## config.mk

```make
export PLATFORM = sky130hd
export DESIGN_NAME = io_bus_arbiter_flat
export DESIGN_NICKNAME = d
export VERILOG_FILES = /design/src/rtl/io_bus_arbiter_if.sv /design/src/rtl/io_bus_arbiter.sv /design/src/flat_wrapper.sv
export SDC_FILE = /design/constraint.sdc
export NUM_CORES = 1
export LEC_CHECK = 0
export CAP_MARGIN = 10
export CELL_PAD_IN_SITES_DETAIL_PLACEMENT = 0
export CELL_PAD_IN_SITES_GLOBAL_PLACEMENT = 1
export CORE_AREA = 2 2 82 84
export DETAILED_ROUTE_END_ITERATION = 8
export DIE_AREA = 0 0 84 86
export GPL_TIMING_DRIVEN = 0
export PLACE_DENSITY = 0.74
export SLEW_MARGIN = 30
export SYNTH_ARGS = -nofsm -noshare
export SYNTH_HDL_FRONTEND = slang
export SYNTH_SLANG_ARGS = --single-unit
```

## constraint.sdc

```tcl
create_clock -name clk -period 1.6 [get_ports clk]
set_input_delay 0.24 -clock clk [delete_from_list [all_inputs] [get_ports clk]]
set_output_delay 0.24 -clock clk [all_outputs]
set_load 0.1 [all_outputs]
```

## src/rtl/io_bus_arbiter_if.sv

```systemverilog
// Bundle of both requester ports and the shared 4-bit/8-bit I/O port bus.
// The arbiter connects through the slave modport; requesters and the bus model use master.
interface io_bus_arbiter_if #(
    parameter int ADDR_W = 4,
    parameter int DATA_W = 8
);
    logic              m0_req;
    logic              m0_we;
    logic [ADDR_W-1:0] m0_addr;
    logic [DATA_W-1:0] m0_wdata;
    logic              m0_gnt;
    logic              m0_done;
    logic [DATA_W-1:0] m0_rdata;

    logic              m1_req;
    logic              m1_we;
    logic [ADDR_W-1:0] m1_addr;
    logic [DATA_W-1:0] m1_wdata;
    logic              m1_gnt;
    logic              m1_done;
    logic [DATA_W-1:0] m1_rdata;

    logic [ADDR_W-1:0] io_addr;
    logic [DATA_W-1:0] io_wdata;
    logic              io_data_oe;
    logic [DATA_W-1:0] io_rdata;
    logic              io_oe;
    logic              io_we;

    modport slave (
        input  m0_req, m0_we, m0_addr, m0_wdata,
        output m0_gnt, m0_done, m0_rdata,
        input  m1_req, m1_we, m1_addr, m1_wdata,
        output m1_gnt, m1_done, m1_rdata,
        output io_addr, io_wdata, io_data_oe, io_oe, io_we,
        input  io_rdata
    );

    modport master (
        output m0_req, m0_we, m0_addr, m0_wdata,
        input  m0_gnt, m0_done, m0_rdata,
        output m1_req, m1_we, m1_addr, m1_wdata,
        input  m1_gnt, m1_done, m1_rdata,
        input  io_addr, io_wdata, io_data_oe, io_oe, io_we,
        output io_rdata
    );
endinterface

```

## src/rtl/io_bus_arbiter.sv

```systemverilog
// Round-robin arbiter sharing the I/O port bus between the CPU (m0) and a debug master (m1).
// Each access runs GRANT, WAIT_STATES+1 ACCESS cycles and DONE; every output comes from a flop.
module io_bus_arbiter #(
    parameter int ADDR_W      = 4,
    parameter int DATA_W      = 8,
    parameter int WAIT_STATES = 1
) (
    input  logic            clk,
    input  logic            reset,
    io_bus_arbiter_if.slave bus
);

    typedef enum logic [1:0] {
        IDLE   = 2'd0,
        GRANT  = 2'd1,
        ACCESS = 2'd2,
        DONE   = 2'd3
    } state_t;

    state_t            r_state;
    state_t            w_nextState;
    logic              r_owner;
    logic              w_nextOwner;
    logic              r_lastOwner;
    logic              r_we;
    logic [2:0]        r_waitCnt;
    logic [ADDR_W-1:0] r_ioAddr;
    logic [DATA_W-1:0] r_ioWdata;
    logic [DATA_W-1:0] r_m0Rdata;
    logic [DATA_W-1:0] r_m1Rdata;
    logic              r_gnt0;
    logic              r_gnt1;
    logic              r_done0;
    logic              r_done1;
    logic              r_ioWe;
    logic              r_ioOe;

    logic              w_start;
    logic              w_lastAccess;
    logic              w_selWe;
    logic [ADDR_W-1:0] w_selAddr;
    logic [DATA_W-1:0] w_selWdata;

    always_ff @(posedge clk or negedge reset) begin
        if (!reset) begin
            r_state <= IDLE;
        end else begin
            r_state <= w_nextState;
        end
    end

    // On a tie the requester that did not own the last transaction wins.
    always_comb begin
        w_nextState = r_state;
        w_nextOwner = r_owner;
        case (r_state)
            IDLE: begin
                if (bus.m0_req || bus.m1_req) begin
                    w_nextState = GRANT;
                    if (bus.m0_req && bus.m1_req) begin
                        w_nextOwner = ~r_lastOwner;
                    end else begin
                        w_nextOwner = bus.m1_req;
                    end
                end
            end
            GRANT:   w_nextState = ACCESS;
            ACCESS: begin
                if (r_waitCnt == 3'd0) begin
                    w_nextState = DONE;
                end
            end
            DONE:    w_nextState = IDLE;
            default: w_nextState = IDLE;
        endcase
    end

    assign w_start      = (r_state == IDLE) && (w_nextState == GRANT);
    assign w_lastAccess = (r_state == ACCESS) && (r_waitCnt == 3'd0);
    assign w_selWe      = w_nextOwner ? bus.m1_we    : bus.m0_we;
    assign w_selAddr    = w_nextOwner ? bus.m1_addr  : bus.m0_addr;
    assign w_selWdata   = w_nextOwner ? bus.m1_wdata : bus.m0_wdata;

    // Requester inputs are captured once at the start, so later changes are ignored.
    always_ff @(posedge clk or negedge reset) begin
        if (!reset) begin
            r_owner   <= 1'b0;
            r_we      <= 1'b0;
            r_ioAddr  <= '0;
            r_ioWdata <= '0;
        end else if (w_start) begin
            r_owner   <= w_nextOwner;
            r_we      <= w_selWe;
            r_ioAddr  <= w_selAddr;
            r_ioWdata <= w_selWdata;
        end
    end

    always_ff @(posedge clk or negedge reset) begin
        if (!reset) begin
            r_lastOwner <= 1'b1;
        end else if (r_state == DONE) begin
            r_lastOwner <= r_owner;
        end
    end

    always_ff @(posedge clk or negedge reset) begin
        if (!reset) begin
            r_waitCnt <= 3'd0;
        end else if (r_state == GRANT) begin
            r_waitCnt <= 3'(WAIT_STATES);
        end else if ((r_state == ACCESS) && (r_waitCnt != 3'd0)) begin
            r_waitCnt <= r_waitCnt - 3'd1;
        end
    end

    // Outputs are computed from the next state so they line up with the state they describe.
    always_ff @(posedge clk or negedge reset) begin
        if (!reset) begin
            r_gnt0  <= 1'b0;
            r_gnt1  <= 1'b0;
            r_done0 <= 1'b0;
            r_done1 <= 1'b0;
            r_ioWe  <= 1'b0;
            r_ioOe  <= 1'b0;
        end else begin
            r_gnt0  <= (w_nextState != IDLE) && !w_nextOwner;
            r_gnt1  <= (w_nextState != IDLE) &&  w_nextOwner;
            r_done0 <= (w_nextState == DONE) && !r_owner;
            r_done1 <= (w_nextState == DONE) &&  r_owner;
            r_ioWe  <= (w_nextState == ACCESS) &&  r_we;
            r_ioOe  <= (w_nextState == ACCESS) && !r_we;
        end
    end

    always_ff @(posedge clk or negedge reset) begin
        if (!reset) begin
            r_m0Rdata <= '0;
            r_m1Rdata <= '0;
        end else if (w_lastAccess && !r_we) begin
            if (r_owner) begin
                r_m1Rdata <= bus.io_rdata;
            end else begin
                r_m0Rdata <= bus.io_rdata;
            end
        end
    end

    assign bus.m0_gnt     = r_gnt0;
    assign bus.m1_gnt     = r_gnt1;
    assign bus.m0_done    = r_done0;
    assign bus.m1_done    = r_done1;
    assign bus.m0_rdata   = r_m0Rdata;
    assign bus.m1_rdata   = r_m1Rdata;
    assign bus.io_addr    = r_ioAddr;
    assign bus.io_wdata   = r_ioWdata;
    assign bus.io_we      = r_ioWe;
    assign bus.io_oe      = r_ioOe;
    assign bus.io_data_oe = r_ioWe;

    gntExclusive: assert property (@(posedge clk) disable iff (!reset) !(r_gnt0 && r_gnt1));
    strobeExclusive: assert property (@(posedge clk) disable iff (!reset) !(r_ioWe && r_ioOe));

endmodule

```

## src/flat_wrapper.sv

```systemverilog
// flat-port wrapper written by rule: the top's interface ports become plain ports
module io_bus_arbiter_flat 
#(
    parameter int ADDR_W      = 4,
    parameter int DATA_W      = 8,
    parameter int WAIT_STATES = 1
)
  (clk, reset, bus_m0_req, bus_m0_we, bus_m0_addr, bus_m0_wdata, bus_m0_gnt, bus_m0_done, bus_m0_rdata, bus_m1_req, bus_m1_we, bus_m1_addr, bus_m1_wdata, bus_m1_gnt, bus_m1_done, bus_m1_rdata, bus_io_addr, bus_io_wdata, bus_io_data_oe, bus_io_oe, bus_io_we, bus_io_rdata);
  io_bus_arbiter_if #(.ADDR_W(ADDR_W), .DATA_W(DATA_W)) bus_i ();
  input  logic clk;
  input  logic reset;
  input wire logic [$bits(bus_i.m0_req)-1:0] bus_m0_req;
  input wire logic [$bits(bus_i.m0_we)-1:0] bus_m0_we;
  input wire logic [$bits(bus_i.m0_addr)-1:0] bus_m0_addr;
  input wire logic [$bits(bus_i.m0_wdata)-1:0] bus_m0_wdata;
  output wire logic [$bits(bus_i.m0_gnt)-1:0] bus_m0_gnt;
  output wire logic [$bits(bus_i.m0_done)-1:0] bus_m0_done;
  output wire logic [$bits(bus_i.m0_rdata)-1:0] bus_m0_rdata;
  input wire logic [$bits(bus_i.m1_req)-1:0] bus_m1_req;
  input wire logic [$bits(bus_i.m1_we)-1:0] bus_m1_we;
  input wire logic [$bits(bus_i.m1_addr)-1:0] bus_m1_addr;
  input wire logic [$bits(bus_i.m1_wdata)-1:0] bus_m1_wdata;
  output wire logic [$bits(bus_i.m1_gnt)-1:0] bus_m1_gnt;
  output wire logic [$bits(bus_i.m1_done)-1:0] bus_m1_done;
  output wire logic [$bits(bus_i.m1_rdata)-1:0] bus_m1_rdata;
  output wire logic [$bits(bus_i.io_addr)-1:0] bus_io_addr;
  output wire logic [$bits(bus_i.io_wdata)-1:0] bus_io_wdata;
  output wire logic [$bits(bus_i.io_data_oe)-1:0] bus_io_data_oe;
  output wire logic [$bits(bus_i.io_oe)-1:0] bus_io_oe;
  output wire logic [$bits(bus_i.io_we)-1:0] bus_io_we;
  input wire logic [$bits(bus_i.io_rdata)-1:0] bus_io_rdata;
  assign bus_i.m0_req = bus_m0_req;
  assign bus_i.m0_we = bus_m0_we;
  assign bus_i.m0_addr = bus_m0_addr;
  assign bus_i.m0_wdata = bus_m0_wdata;
  assign bus_m0_gnt = bus_i.m0_gnt;
  assign bus_m0_done = bus_i.m0_done;
  assign bus_m0_rdata = bus_i.m0_rdata;
  assign bus_i.m1_req = bus_m1_req;
  assign bus_i.m1_we = bus_m1_we;
  assign bus_i.m1_addr = bus_m1_addr;
  assign bus_i.m1_wdata = bus_m1_wdata;
  assign bus_m1_gnt = bus_i.m1_gnt;
  assign bus_m1_done = bus_i.m1_done;
  assign bus_m1_rdata = bus_i.m1_rdata;
  assign bus_io_addr = bus_i.io_addr;
  assign bus_io_wdata = bus_i.io_wdata;
  assign bus_io_data_oe = bus_i.io_data_oe;
  assign bus_io_oe = bus_i.io_oe;
  assign bus_io_we = bus_i.io_we;
  assign bus_i.io_rdata = bus_io_rdata;
  io_bus_arbiter #(.ADDR_W(ADDR_W), .DATA_W(DATA_W), .WAIT_STATES(WAIT_STATES)) u_core (.clk(clk), .reset(reset), .bus(bus_i));
endmodule
```

==> flow_summary.json <==
{
  "status": "complete, but fails checks",
  "violations": "negative setup slack",
  "cts_tree": "yes",
  "ys_types": 26,
  "rows": 29,
  "max_cap_viol_count": 0,
  "crit_type": "register to register",
  "cp-end-kind": "register",
  "avgViaCountPerCell": 4.41,
  "core_area_sq_um": 6280,
  "post-dp-hpwl_mm": 3.03,
  "cp.arrival_ps": 1900,
  "final.period_utilization": 1.07,
  "ys_top_cells_by_area": "dfrtp_1, mux2_2, mux2i_1, ha_1, nand2_1",
  "seq_area_frac_synth": 0.575,
  "io_buffers": 72,
  "required_ps": 1790,
  "antenna_left": 0,
  "wl_per_cell_um": 12.9,
  "synth_warnings": 0,
  "cts_root_buf": "clkbuf_8",
  "antenna_found_initial": 0,
  "grt_pass1_vias": 1490,
  "slew-limit-headroom": 0.631,
  "start_kind": "register",
  "cts_buffers": 5,
  "die_y_um": 86,
  "netlist_area_sq_um": 1830,
  "fin_crit_ps": 1710,
  "routed_wl_mm": 4.08,
  "met1_length_mm": 1.76,
  "io_pins": 73,
  "area_growth_pct": 66.3,
  "layout_commonest_cell": "dfrtp_1",
  "final_cell_mix": "dfrtp_1, clkdlybuf4s50_1, clkdlybuf4s15_2",
  "hold_violations": 0,
  "fp.dieW_um": 84,
  "place_congestion": 0.736,
  "synthesis.nets": 191,
  "clk_pin_slew_worst_paths_ps": 80,
  "clockBufferDepth": 2,
  "tightestPinTransition_ps": 556,
  "fin_ws_ps": -111,
  "post_route_cells_drive_above_1_share": 0.427,
  "min_path_type": "input port to async pin",
  "post-place-ws_ps": -277,
  "grt_usage": 0.120,
  "first_iter_violations": 18,
  "fin_nets": 283,
  "wl_met2_mm": 1.93,
  "grt_max_degree": 17,
  "cp_cell_sequence": "inv_2 > ha_4 > or4b_4 > o2111ai_4 > mux2_4",
  "clock_latency_ps": 300,
  "highest_layer": "met4",
  "synth_cells": 146,
  "slew_viol_final": 0,
  "place_inst": 297,
  "rsz0062_at_grt": "true",
  "finalSetupViolCount": 21,
  "clock_sink_count": 42,
  "initial_utilization": 0.291,
  "dpl_cell_area_sq_um": 2730,
  "synth-async-reset-ratio": 1.00,
  "yosys.area.top_type_share": 0.561,
  "max_stage_delay_ps": 480,
  "overflow": 0,
  "fin_area_sq_um": 3040,
  "ys.flop_type": "dfrtp_1",
  "cpMaxStageDelayCell": "or4b_4",
  "n_antenna_cell": 0,
  "fin_skew_ps": 9.54,
  "vias": 1395,
  "drtPass1Iterations": 4,
  "synth_top_area_cell": "dfrtp_1",
  "syn_avg_cell_area_sq_um": 12.5,
  "die_area_sq_um": 7220,
  "drc_errors": 0,
  "synth.ff_latch_count": 42,
  "crit_fanout": 6,
  "fmax_mhz": 584,
  "synth_edf_count": 0,
  "wl_met3_um": 355,
  "finalNonFillerCells": 316,
  "grt_pass1_wl_mm": 6.84,
  "cts_max_level": 2
}
## timing repair
| action | CTS | global route |
|---|---|---|
| endpoints found under the hold margin | 11 | 0 |
| pin swaps | 6 | 8 |
| setup buffers | 7 | 1 |
| gates cloned | 0 | 2 |
| resized for setup | 114 | 19 |
| hold buffers | 1 | 0 |
| endpoints found under the setup margin | 71 | 29 |
## synth_stat cells, types with 2 or more instances
| library cell | n |
|---|---|
| mux2i_1 | 13 |
| nand2b_1 | 2 |
| o21a_1 | 2 |
| buf_2 | 2 |
| inv_1 | 7 |
| mux2_2 | 17 |
| nor3_1 | 2 |
| buf_4 | 2 |
| dfrtp_1 | 41 |
| buf_6 | 2 |
| nand2_1 | 17 |
| nor2_1 | 7 |
| a21oi_1 | 2 |
| ha_1 | 7 |
| o21ai_0 | 12 |
## cell families (layout without fill, tap and decap cells)
group           Yosys count  after routing  synth area share
buf+inv                  13            106            0.0404
fa+ha+maj                 7              7            0.0479
simple gates             33             33            0.0848
flops                    42             42             0.575
compound gates           19             19            0.0629
xor+xnor                  1              1           0.00479
mux                      31             31             0.184
## state kept, by name (all words and copies together) (netlist names)
register               flops
u_core.bus.io_wdata        8
u_core.bus.m0_rdata        8
u_core.bus.m1_rdata        8
u_core.bus.io_addr         4
u_core.r_waitCnt           3
u_core.r_state             2
u_core.bus.io_data_oe      1
u_core.bus.io_oe           1
u_core.bus.m0_done         1
u_core.bus.m0_gnt          1
u_core.bus.m1_done         1
u_core.bus.m1_gnt          1
u_core.r_lastOwner         1
u_core.r_owner             1
u_core.r_we                1
## final timing paths
kind,from,endpoint,slack [ps],cells past startpoint
hold reg to reg,u_core.bus.io_addr[3],u_core.bus.io_addr[3],490,2
setup / recovery,u_core.r_state[1],u_core.r_owner,-110,5
hold / removal,reset,u_core.bus.io_wdata[5],380,2
setup reg to reg,u_core.r_state[1],u_core.r_owner,-110,5
min in group clk,u_core.bus.io_addr[3],u_core.bus.io_addr[3],490,2
max in group asynchronous,reset,u_core.bus.io_wdata[4],660,4
## final cells by class
| cell class | instances | area (sq um) |
|---|---|---|
| Buffer | 6 | 53.8 |
| Clock buffer | 5 | 68.8 |
| Clock inverter | 3 | 21.3 |
| Fill cell | 615 | 3230 |
| Inverter | 7 | 28.8 |
| Multi-Input combinational cell | 91 | 806 |
| Sequential cell | 42 | 1050 |
| Tap cell | 77 | 96.3 |
| Timing Repair Buffer | 85 | 915 |
## worst max-delay path, delay by kind of cell, from the launching register on
kind / cells / cell delay [ps]
mux: 1 / 330
flops: 1 / 410
buf+inv: 1 / 110
compound gates: 1 / 150
simple gates: 1 / 480
fa+ha+maj: 1 / 130
## metal layers
layer  vias up  track usage
li1        676            -
met4         0       0.0308
met1       655        0.142
met3         5       0.0529
met5         -            0
met2        59        0.199
## per-stage QoR
step	TNS (ps)	hold WS, ps	utilization
6_report	-830	383	0.485
5_1_grt	-2940	398	0.485
4_1_cts	-1810	390	0.474
3_5_place_dp	-10840	171	0.435
3_3_place_gp	-44280	461	0.427
2_1_floorplan	-556	-55.6	-
Power is left out: the tool's default activity adds up to more than one toggle a clock period on the data nets, which glitch-free logic cannot reach.
